--- src/rtl/cmp_pkg.sv ---
// Shared encoding for the magnitude comparator: mode field width, mode codes
// and the function that turns "less than" and "equal" into a mode result.
package cmp_pkg;

  localparam int MODE_W = 3;

  typedef enum logic [MODE_W-1:0] {
    CMP_LT = 3'd0,
    CMP_LE = 3'd1,
    CMP_EQ = 3'd2,
    CMP_NE = 3'd3,
    CMP_GT = 3'd4,
    CMP_GE = 3'd5
  } cmp_mode_e;

  // Codes 6 and 7 are reserved and always evaluate false.
  function automatic logic cmp_eval(input logic [MODE_W-1:0] mode,
                                    input logic lt, input logic eq);
    logic res;
    unique case (mode)
      CMP_LT:  res = lt;
      CMP_LE:  res = lt | eq;
      CMP_EQ:  res = eq;
      CMP_NE:  res = ~eq;
      CMP_GT:  res = ~(lt | eq);
      CMP_GE:  res = ~lt;
      default: res = 1'b0;
    endcase
    return res;
  endfunction

endpackage

--- src/rtl/mag_compare_filt_if.sv ---
// Sample/result bundle of mag_compare_filt. With CMP_SIGNED_EN defined the
// is_signed qualifier is added to the sample side.
interface mag_compare_filt_if
  import cmp_pkg::*;
#(
  parameter int WIDTH = 8
);

  logic              in_valid;
  logic [WIDTH-1:0]  a;
  logic [WIDTH-1:0]  b;
  logic [MODE_W-1:0] mode;
`ifdef CMP_SIGNED_EN
  logic              is_signed;
`endif
  logic              raw_q;
  logic              raw_valid;
  logic              stable;
  logic              rise;
  logic [7:0]        run_cnt;

  modport master (
    output in_valid, a, b, mode,
`ifdef CMP_SIGNED_EN
    output is_signed,
`endif
    input  raw_q, raw_valid, stable, rise, run_cnt
  );

  modport slave (
    input  in_valid, a, b, mode,
`ifdef CMP_SIGNED_EN
    input  is_signed,
`endif
    output raw_q, raw_valid, stable, rise, run_cnt
  );

endinterface

--- src/rtl/stab_counter.sv ---
// Saturating run counter: counts consecutive true samples up to STABLE_CYCLES,
// flags stable at saturation and pulses rise on the 0->1 transition of stable.
module stab_counter #(
  parameter int STABLE_CYCLES = 3
) (
  input  logic       clk,
  input  logic       rst,
  input  logic       sample_valid_i,
  input  logic       sample_i,
  input  logic       clear_i,
  output logic [7:0] count_o,
  output logic       stable_o,
  output logic       rise_o
);

  localparam logic [7:0] STABLE_MAX = 8'(STABLE_CYCLES);

  logic [7:0] cnt_q, cnt_d;
  logic       stable_q, stable_d;
  logic       rise_q, rise_d;

  always_comb begin
    // NOTE: every always_comb output gets a default first so no path can infer a latch.
    cnt_d = cnt_q;
    if (sample_valid_i) begin
      if (clear_i || !sample_i) begin
        cnt_d = '0;
      end else if (cnt_q != STABLE_MAX) begin
        cnt_d = cnt_q + 8'd1;
      end
    end
    stable_d = (cnt_d == STABLE_MAX);
    rise_d   = stable_d & ~stable_q;
  end

  // NOTE: reset here is synchronous: rst is only looked at on the rising clock edge.
  always_ff @(posedge clk) begin
    if (rst) begin
      cnt_q    <= '0;
      stable_q <= 1'b0;
      rise_q   <= 1'b0;
    end else begin
      // NOTE: state registers use non-blocking assignment so all flops update together.
      cnt_q    <= cnt_d;
      stable_q <= stable_d;
      rise_q   <= rise_d;
    end
  end

  assign count_o  = cnt_q;
  assign stable_o = stable_q;
  assign rise_o   = rise_q;

endmodule

--- src/rtl/mag_compare_filt.sv ---
// Registered magnitude compare followed by a run-length stability filter.
// Optional macro CMP_SIGNED_EN adds two's-complement compares via is_signed.
module mag_compare_filt
  import cmp_pkg::*;
#(
  parameter int WIDTH         = 8,
  parameter int STABLE_CYCLES = 3
) (
  input logic                 clk,
  input logic                 rst,
  mag_compare_filt_if.slave   bus
);

  logic [WIDTH-1:0]  a_k, b_k;
  logic              a_lt_b, a_eq_b;
  logic              result_d, mode_chg_d;

  logic              result_q;
  logic              raw_valid_q;
  logic              clear_q;
  logic [MODE_W-1:0] prev_mode_q;

`ifdef CMP_SIGNED_EN
  logic              prev_signed_q;

  // Flipping the sign bit maps two's complement order onto unsigned order.
  assign a_k        = bus.a ^ {bus.is_signed, {(WIDTH-1){1'b0}}};
  assign b_k        = bus.b ^ {bus.is_signed, {(WIDTH-1){1'b0}}};
  assign mode_chg_d = (bus.mode != prev_mode_q) || (bus.is_signed != prev_signed_q);

  always_ff @(posedge clk) begin
    if (rst) begin
      prev_signed_q <= 1'b0;
    end else if (bus.in_valid) begin
      prev_signed_q <= bus.is_signed;
    end
  end
`else
  assign a_k        = bus.a;
  assign b_k        = bus.b;
  assign mode_chg_d = (bus.mode != prev_mode_q);
`endif

  assign a_lt_b   = (a_k < b_k);
  assign a_eq_b   = (bus.a == bus.b);
  assign result_d = cmp_eval(bus.mode, a_lt_b, a_eq_b);

  // clear_q rides with the sample so the counter drops the run on a mode change.
  always_ff @(posedge clk) begin
    if (rst) begin
      result_q    <= 1'b0;
      raw_valid_q <= 1'b0;
      clear_q     <= 1'b0;
      prev_mode_q <= '0;
    end else begin
      raw_valid_q <= bus.in_valid;
      if (bus.in_valid) begin
        result_q    <= result_d;
        clear_q     <= mode_chg_d;
        prev_mode_q <= bus.mode;
      end
    end
  end

  stab_counter #(
    .STABLE_CYCLES (STABLE_CYCLES)
  ) u_stab_counter (
    .clk            (clk),
    .rst            (rst),
    .sample_valid_i (raw_valid_q),
    .sample_i       (result_q),
    .clear_i        (clear_q),
    .count_o        (bus.run_cnt),
    .stable_o       (bus.stable),
    .rise_o         (bus.rise)
  );

  assign bus.raw_q     = result_q;
  assign bus.raw_valid = raw_valid_q;

endmodule

--- src/flat_wrapper.sv ---
// flat-port wrapper written by rule: the top's interface ports become plain ports
module mag_compare_filt_flat import cmp_pkg::*;
#(
  parameter int WIDTH         = 8,
  parameter int STABLE_CYCLES = 3
)
  (clk, rst, bus_in_valid, bus_a, bus_b, bus_mode, bus_raw_q, bus_raw_valid, bus_stable, bus_rise, bus_run_cnt);
  mag_compare_filt_if #(.WIDTH(WIDTH)) bus_i ();
  input logic clk;
  input logic rst;
  input wire logic [$bits(bus_i.in_valid)-1:0] bus_in_valid;
  input wire logic [$bits(bus_i.a)-1:0] bus_a;
  input wire logic [$bits(bus_i.b)-1:0] bus_b;
  input wire logic [$bits(bus_i.mode)-1:0] bus_mode;
  output wire logic [$bits(bus_i.raw_q)-1:0] bus_raw_q;
  output wire logic [$bits(bus_i.raw_valid)-1:0] bus_raw_valid;
  output wire logic [$bits(bus_i.stable)-1:0] bus_stable;
  output wire logic [$bits(bus_i.rise)-1:0] bus_rise;
  output wire logic [$bits(bus_i.run_cnt)-1:0] bus_run_cnt;
  assign bus_i.in_valid = bus_in_valid;
  assign bus_i.a = bus_a;
  assign bus_i.b = bus_b;
  assign bus_i.mode = bus_mode;
  assign bus_raw_q = bus_i.raw_q;
  assign bus_raw_valid = bus_i.raw_valid;
  assign bus_stable = bus_i.stable;
  assign bus_rise = bus_i.rise;
  assign bus_run_cnt = bus_i.run_cnt;
  mag_compare_filt #(.WIDTH(WIDTH), .STABLE_CYCLES(STABLE_CYCLES)) u_core (.clk(clk), .rst(rst), .bus(bus_i));
endmodule
--- config.mk ---
export PLATFORM = sky130hd
export DESIGN_NAME = mag_compare_filt_flat
export DESIGN_NICKNAME = d
export VERILOG_FILES = /design/src/rtl/cmp_pkg.sv /design/src/rtl/mag_compare_filt_if.sv /design/src/rtl/stab_counter.sv /design/src/rtl/mag_compare_filt.sv /design/src/flat_wrapper.sv
export SDC_FILE = /design/constraint.sdc
export NUM_CORES = 1
export LEC_CHECK = 0
export ABC_CLOCK_PERIOD_IN_PS = 3100
export BUFFER_PORTS_ARGS = -buffer_cell sky130_fd_sc_hd__buf_4
export CORE_MARGIN = 3
export CORE_UTILIZATION = 46
export DETAILED_ROUTE_END_ITERATION = 7
export PLACE_DENSITY_LB_ADDON = 0.2
export SYNTH_ARGS = -nofsm -noshare
export SYNTH_HDL_FRONTEND = slang
export SYNTH_SLANG_ARGS = --single-unit
--- constraint.sdc ---
create_clock -name clk -period 3.1 [get_ports clk]
set_input_delay 0.31 -clock clk [delete_from_list [all_inputs] [get_ports clk]]
set_output_delay 0.31 -clock clk [all_outputs]
set_load 0.02 [all_outputs]
Word level (Yosys, flattened, before mapping). Cells that the tools add are included.

Add/sub/neg operators: 1. Order comparisons: 1. Equality and inequality tests: 9. Muxes and demuxes: 4. Bitwise logic cells: 6. Reduce and logical (&&, ||, !) cells: 3.

Operators with widths (number): two-way mux 8 bit (3); adder 8 x 1 -> 8 bit (second input constant) (1); equality test 8 x 2 -> 1 bit (second input constant) (1); equality test 8 bit (1); < comparator 8 bit (1); != test 8 x 2 -> 1 bit (second input constant) (1); equality test 3 x 2 -> 1 bit (second input constant) (2); equality test 3 bit (second input constant) (2); one-hot mux 1 bit (6 select lines) (1); inverter 1 bit (4); equality test 3 x 1 -> 1 bit (second input constant) (1); logical NOT 3 bit (1); != test 3 bit (1); bitwise AND 1 bit (1); logical NOT 1 bit (1); logical OR 1 bit (1); OR 1 bit (1).

Register bits after elaboration: 16. Input port bits: 22. Output and inout bits: 12. Logic and storage cells: 31.

Longest topological paths before layout. Gate-level depths: netlist of the first run.

Depth after elaboration: 6. Mapped depth: 7. Depth with buffers taken out: 7.

Cells and area by module. A second synthesis of the first run with hierarchy kept.

Cells, all modules: 135. Area, all modules: 1148.6 um^2.

By module, submodules not included: stab_counter (times used 1, cells each 72, area an instance 600.6 um^2, seq. area each 200.2 um^2); mag_compare_filt (times used 1, cells each 63, area an instance 548.0 um^2, seq. area each 120.1 um^2).

Worst setup path before layout of the first run. OpenSTA, ideal clock, no wires.

Path type: flip-flop to flip-flop. From: reg u_core.u_stab_counter.cnt_q[0], in the netlist u_core.u_stab_counter.count_o[0]. To: reg u_core.u_stab_counter.rise_q, in the netlist u_core.u_stab_counter.rise_o. Setup time: 0.073 ns. Data arrival time: 1.842 ns. Data required time: 3.027 ns. Slack: 1.185 ns. Stages on the path, launching flop included: 7. Path buffers: 0. Period minus slack after synthesis: 1.915 ns. Path through: dfxtp_1 > ha_1 > or3_1 > a2111oi_2 > o22ai_1 > a22oi_2 > nor3b_2.

Longest elaborated chain between the ends: 6. Elaborated cells on any way between the ends: 7. Those cells by class: add/sub: 1; eq/ne: 2; mux: 3; bitwise: 1.

Ends and longest elaborated chain: from (decl) (line stab_counter.sv:18) `logic [7:0] cnt_q, cnt_d;`; from (signal assigned) (line stab_counter.sv:44) `cnt_q <= cnt_d;`; adder 8 x 1 -> 8 bit or != test 8 x 2 -> 1 bit (tied branches) (line stab_counter.sv:29, stab_counter.sv:28); two-way mux 8 bit (line stab_counter.sv:28) `end else if (cnt_q != STABLE_MAX) begin`; two-way mux 8 bit (line stab_counter.sv:26) `if (clear_i || !sample_i) begin`; two-way mux 8 bit (*) (line stab_counter.sv:25) `if (sample_valid_i) begin`; equality test 8 x 2 -> 1 bit (*) (line stab_counter.sv:32) `stable_d = (cnt_d == STABLE_MAX);`; bitwise AND 1 bit (*) (line stab_counter.sv:33) `rise_d = stable_d & ~stable_q;`; to (signal assigned) (line stab_counter.sv:46) `rise_q <= rise_d;`; to (decl) (line stab_counter.sv:20) `logic rise_q, rise_d;`.

Every way passes the cells marked *; elsewhere a longest branch is shown, timed or not. A chain may end at the register's enable or synchronous reset.

Worst setup path after layout of the first run. Same ends and word-level chain as after synthesis.

==> metrics.md, run 1 <==
| Metric | Value |
|---|---|
| Inserted Diodes | `0` |
| DIE HEIGHT | `53.52 um` |
| DR DRC count | `0` |
| Number of max-cap violations | `0` |
| Tmin final | `2.000 ns` |
| Detail Route Antenna Nets | `0` |
| DR vias | `963` |
| Commonest cells after routing, fill and taps aside | `buf_4 (33), dfxtp_1 (16), nor2_1 (15)` |
| Status | `complete, no violations` |
| Max Slew Vio Count | `0` |
| Root Buffer Master | `clkbuf_4` |
| Clock Skews | `0.005915 ns` |
| Die Wd | `53.52 um` |
| Initial Util | `50.86%` |
| FFs w/ async S/R, synth | `0%` |
| Cell area after layout | `1331 sq um` |
| IO Pins | `34` |
| Leakage | `0.5983 nW` |
| Clk_lat worst skew | `0.28 ns` |
| Crit Path Category | `reg2reg` |
| CTS tree | `done` |
| Post-synth top area cell | `dfxtp_1` |
| Drt first pass iters | `4` |
| Post-synth EDFFs | `0` |
| Post-CTS setup buffer count | `0` |
| Register bit count reported by yosys | `16` |
| Num CTS Buffers | `3` |
| Yosys warns | `0` |
| Global-route wire length before repair | `3795 um` |
| Vias per cell | `5.234` |
| Max IR drop VDD | `322.3 uV` |
| Pwr dens | `296.1 nW/um^2` |
| Resize count post-CTS | `0` |
| Max-slew headroom | `73.10%` |
| Port-buffer cells | `33` |
| GRT Total Usage | `18.11%` |
| Fin. Hold Viols | `0` |
| Layout cells sized above 1 | `28.03%` |
| Post-synth net total | `155` |
| Hold_buf cts | `0` |
| Die area | `2864 sq um` |
| Final net count | `190` |
| Seq/Total Area, Yosys | `30.84%` |
| Area contributors post-synth | `dfxtp_1 (31%), ha_1 (11%), nor2_1 (5.4%), xnor2_1 (5.1%), nand4_1 (4.2%)` |
| Top Family by Delay on Critical Path | `compound AO/OA/AOI/OAI gates` |
| Num rows | `16` |
| Final setup viols | `0` |
| Worst Path Buf+Inv | `0` |
| Unrepaired setup endpoints after global routing | `no` |
| CP max stage cell | `or3_1` |
| Clock sink total | `16` |
| Synthesized cell area | `1038 sq um` |
| DP Area | `1309 sq um` |
| CP endpoint kind | `flip-flop` |
| Most common cell after layout, fill and taps aside | `buf_4` |
| Tcrit/Tclk final | `64.51%` |
| Hold WC Path Type | `in2reg` |
| Gate Count Post-Synth | `124` |
| Worst Path Required | `3.31 ns` |
| Worst-Margin Slew | `0.4030 ns` |
| Total grt overflow | `0` |
| Unique cell type count in the Yosys netlist | `35` |
| DP HPWL | `1856 um` |
| CTS H-Tree Depth | `1` |
| Routed WL per cell | `12.11 um` |
| Vias in the first global route | `923` |
| Antenna violations before repair | `0` |
| FMAX | `0.5000 GHz` |
| CP max stage delay | `0.41 ns` |
| CP cell instances | `ha_1, or3_1, a2111oi_2, o22ai_1, a22oi_2, nor3b_2` |
| Mapped Avg Cell Area | `8.375 sq um` |
| Setup TNS | `0 ns` |
| Clock Pin Slew Worst Setup and Hold Paths | `0.08 ns` |
| Core footprint | `2042 sq um` |
| Crit Path Max Fanout | `9` |
| Initial DRC count | `10` |
| Largest net degree at the start of global routing | `14` |
| Gpl congestion | `0.8400` |
| Clock Path Buffers | `2` |
| Critical path launch point type | `flip-flop` |
| Most used DFF post-synth | `dfxtp_1` |
| Post-synth top area share | `30.84%` |
| Arrival time at the worst endpoint | `2.21 ns` |
| Area Growth Syn to Fin | `28.19%` |
| Routed wire length | `2228 um` |
==> stage by stage <==
stage / hold WS, ns / worst slack, ns / utilization [%] / std cells / power [mW]
4_1_cts: 0.2681 / 1.104 / 65.20 / 184 / 0.4008
6_report: 0.2784 / 1.100 / 65.20 / 184 / 0.3941
3_5_place_dp: 0.4438 / 1.126 / 64.09 / 181 / 0.2958
5_1_grt: 0.2728 / 0.9664 / 65.20 / 184 / 0.4190
2_1_floorplan: 0.4538 / 1.185 / - / 124 / 0.2613
3_3_place_gp: 0.4325 / 1.191 / 64.09 / 181 / 0.2919
==> layer usage <==
| metal | global-route usage, % | vias to the layer above | share of wire [%] |
|---|---|---|---|
| li1 | - | 510 | - |
| met1 | 20.88 | 430 | 45 |
| met2 | 32.04 | 19 | 49 |
| met3 | 6.479 | 4 | 5.5 |
| met4 | 3.404 | 0 | 0.94 |
| met5 | 0 | - | 0 |
==> cells by family (layout without fill, tap and decap cells) <==
kind of cell / after synthesis / after routing / synth area share, %
buf+inv: 13 / 46 / 4.699
xor+xnor: 10 / 10 / 8.433
simple gates: 51 / 51 / 25.90
fa+ha+maj: 9 / 9 / 10.84
flops: 16 / 16 / 30.84
compound gates: 20 / 20 / 14.34
mux: 5 / 5 / 4.940
==> worst reg2reg max path, cell delays in order (launching register included) <==
cell and delay, ns:
dfxtp_1 0.39, ha_1 0.31, or3_1 0.41, a2111oi_2 0.36, o22ai_1 0.14, a22oi_2 0.15
nor3b_2 0.18
==> flip-flops by register name, summed over array words and instances, names as in the netlist <==
register	count
u_core.clear_q	1
u_core.bus.raw_q	1
u_core.u_stab_counter.rise_o	1
u_core.u_stab_counter.count_o	8
u_core.u_stab_counter.stable_o	1
u_core.prev_mode_q	3
u_core.bus.raw_valid	1
==> final cells by class <==
cell class,count,area (sq um)
clock buffer,3,22.52
multi-input combinational,95,669.4
sequential,16,320.3
tap,27,33.78
fill,185,710.7
timing repair buffer,33,247.7
inverter,10,37.54
==> synth_stat cells, drive strengths merged, types with 3 or more instances <==
master	n
a21oi	5
mux2i	4
nor2b	3
o21ai	4
nand2	8
xnor2	6
inv	10
xor2	4
nand3	5
dfxtp	16
nor2	15
clkbuf	3
ha	9
nand4	7
==> worst paths after layout <==
path                                               start                                      end  slack [ns]  cells after the start
max          u_core.u_stab_counter.count_o[0]$_SDFF_PP0_  u_core.u_stab_counter.rise_o$_SDFF_PP0_        1.10                      6
min                                                  rst              u_core.clear_q$_SDFFE_PP0P_        0.28                      2
max reg2reg  u_core.u_stab_counter.count_o[0]$_SDFF_PP0_  u_core.u_stab_counter.rise_o$_SDFF_PP0_        1.10                      6
min reg2reg    u_core.u_stab_counter.stable_o$_SDFF_PP0_  u_core.u_stab_counter.rise_o$_SDFF_PP0_        0.47                      1
==> where the power goes <==
group | switching, mW | leakage, nW | internal [mW]
combinational | 0.0342 | 0.454 | 0.0398
sequential | 0.00553 | 0.130 | 0.211
clock | 0.0588 | 0.0138 | 0.0451
total | 0.0985 | 0.598 | 0.296
Note: power is estimated with default switching activity, not from simulation.
==> run 2, diff against run 1 <==
--- a/config.mk
+++ b/config.mk
@@ -5,7 +5,7 @@
 export SDC_FILE = /design/constraint.sdc
 export NUM_CORES = 1
 export LEC_CHECK = 0
-export ABC_CLOCK_PERIOD_IN_PS = 3100
+export ABC_CLOCK_PERIOD_IN_PS = 2000
 export BUFFER_PORTS_ARGS = -buffer_cell sky130_fd_sc_hd__buf_4
 export CORE_MARGIN = 3
 export CORE_UTILIZATION = 46
==> constraint.sdc (replaced) <==
create_clock -name clk -period 2 [get_ports clk]
set_input_delay 0.2 -clock clk [delete_from_list [all_inputs] [get_ports clk]]
set_output_delay 0.2 -clock clk [all_outputs]
set_load 0.02 [all_outputs]
==> run 2 against run 1 <==
Compared with the run above:
- sequential cell count did not move
- worst hold slack got worse by 0.13 ns
- die area did not move
- global-route usage rose by 1.3 points
- wire length rose by 12%
- count of clock-buffer cells in the layout rose by 1
- sequential power rose by 54%
- clock power rose by 100%
- sequential share of layout area fell by 0.77 points
- critical path depth did not move
==> metrics.md, run 2 (synthesis results as in run 1) <==
| Metric | Value |
|---|---|
| Status | `complete, no violations` |
| Top Family by Delay on Critical Path | `compound AO/OA/AOI/OAI gates` |
| Tmin final | `1.859 ns (-0.1405 ns)` |
| Routed wire length | `2489 um (+12%)` |
| Core footprint | `2042 sq um (unchanged)` |
| DP HPWL | `2063 um (+11%)` |
| CP max stage cell | `or3_1` |
| Most common cell after layout, fill and taps aside | `buf_4` |
| Initial DRC count | `22 (+12)` |
| Pwr dens | `482.0 nW/um^2 (+63%)` |
| DR DRC count | `0 (unchanged)` |
| CP endpoint kind | `flip-flop` |
| Max-slew headroom | `78.17% (+5.1 points)` |
| Clock Skews | `0.001388 ns (-0.004527 ns)` |
| Inserted Diodes | `0 (unchanged)` |
| Num CTS Buffers | `3 (unchanged)` |
| Largest net degree at the start of global routing | `13 (-1)` |
| CP cell instances | `ha_1, or3_1, a2111oi_2, o22ai_1, a22oi_2, nor3b_2` |
| Critical path startpoint | `u_core.u_stab_counter.count_o[0]$_SDFF_PP0_` |
| DP Area | `1339 sq um (+2.3%)` |
| Power Total | `0.6627 mW (+68%)` |
| Worst Path Buf+Inv | `0 (unchanged)` |
| Setup slack, reg-to-reg | `0.14 ns (-0.96 ns)` |
| Max reg flops | `8 (unchanged)` |
| Resize count post-CTS | `0 (unchanged)` |
| Clock Path Buffers | `2 (unchanged)` |
| Clock sink total | `16 (unchanged)` |
| Layout cells sized above 1 | `30.25% (+2.2 points)` |
| Tcrit/Tclk final | `92.97% (+28 points)` |
| Vias in the first global route | `971 (+5.2%)` |
| RR Startpoint | `u_core.u_stab_counter.count_o[0]$_SDFF_PP0_` |
| Commonest cells after routing, fill and taps aside | `buf_4 (37), dfxtp_1 (16), nor2_1 (15)` |
| Area Growth Syn to Fin | `32.41%` |
| Final net count | `194 (+2.1%)` |
| Initial Util | `50.86% (unchanged)` |
| Post-CTS setup buffer count | `0 (unchanged)` |
| Max IR drop VDD | `537.5 uV (+67%)` |
| Clk_lat worst skew | `0.28 ns (about the same)` |
| Final setup viols | `0 (unchanged)` |
| Arrival time at the worst endpoint | `2.08 ns (-0.13 ns)` |
| Root Buffer Master | `clkbuf_4` |
| Routed WL per cell | `13.17 um (+8.8%)` |
| Hold_buf cts | `0 (unchanged)` |
| CTS tree | `done` |
| Global-route wire length before repair | `4071 um (+7.3%)` |
| Hold WC Path Type | `in2reg` |
| Setup TNS | `0 ns (unchanged)` |
| CTS H-Tree Depth | `1 (unchanged)` |
| Worst Path Required | `2.22 ns (-1.09 ns)` |
| Die Wd | `53.52 um (unchanged)` |
| Unrepaired setup endpoints after global routing | `no` |
| Fin. Hold Viols | `0 (unchanged)` |
| CP max stage delay | `0.39 ns (-0.02 ns)` |
| Crit Path Category | `reg2reg` |
| Vias per cell | `5.423 (+3.6%)` |
| Total grt overflow | `0 (unchanged)` |
| Num rows | `16 (unchanged)` |
| Cell area after layout | `1375 sq um (+3.3%)` |
| DR vias | `1,025 (+6.4%)` |
| Drt first pass iters | `4 (unchanged)` |
| DIE HEIGHT | `53.52 um (unchanged)` |
| Number of max-cap violations | `0 (unchanged)` |
| Die area | `2864 sq um (unchanged)` |
| HP Start | `rst` |
| FMAX | `0.5378 GHz (+7.6%)` |
| Max Slew Vio Count | `0 (unchanged)` |
| Gpl congestion | `0.8754 (+4.2%)` |
| Worst-Margin Slew | `0.3241 ns (-0.07891 ns)` |
| Detail Route Antenna Nets | `0 (unchanged)` |
| Fillers | `188 (+1.6%)` |
| IO Pins | `34 (unchanged)` |
| Clock Pin Slew Worst Setup and Hold Paths | `0.09 ns (about the same)` |
| Antenna violations before repair | `0 (unchanged)` |
| Port-buffer cells | `33 (unchanged)` |
| GRT Total Usage | `19.43% (+1.3 points)` |
| Leakage | `0.6269 nW (+4.8%)` |
| Critical path launch point type | `flip-flop` |
| Crit Path Max Fanout | `2 (-7)` |
-- run 2: stage by stage --
stage                     hold slack, ns  utilization (%)  std cells  worst slack, ns
after global placement            0.4300            65.56        185           0.2834
after detailed placement          0.4367            65.56        185           0.1671
after global routing              0.1415            67.34        189          0.04293
final                             0.1534            67.34        189           0.1407
after floorplan                   0.3473                -        124          0.08513
after CTS                         0.1473            67.34        189           0.1350
-- run 2: final timing paths --
path,to,cells after the start
setup / recovery,u_core.u_stab_counter.rise_o$_SDFF_PP0_,6
hold / removal,u_core.clear_q$_SDFFE_PP0P_,2
setup reg to reg,u_core.u_stab_counter.rise_o$_SDFF_PP0_,6
hold reg to reg,u_core.u_stab_counter.rise_o$_SDFF_PP0_,1
-- run 2: metal layers --
metal | vias up | GRT usage [%] | share of wire, %
met5 | - | 0 | 0
met4 | 0 | 5.957 | 2.0
li1 | 520 | - | -
met3 | 6 | 7.042 | 5.5
met1 | 476 | 21.49 | 40
met2 | 23 | 34.29 | 52
-- run 2: final cells by class --
class,count,area (sq um),area share (%)
clock buffer,4,36.28,2.639
tap,27,33.78,2.457
timing repair buffer,37,277.8,20.20
inverter,10,37.54,2.730
sequential,16,320.3,23.29
multi-input combinational,95,669.4,48.68
-- run 2: report_power, final --
part           switching, mW  internal, mW
clock                 0.0981         0.111
sequential           0.00494         0.327
combinational         0.0584        0.0638
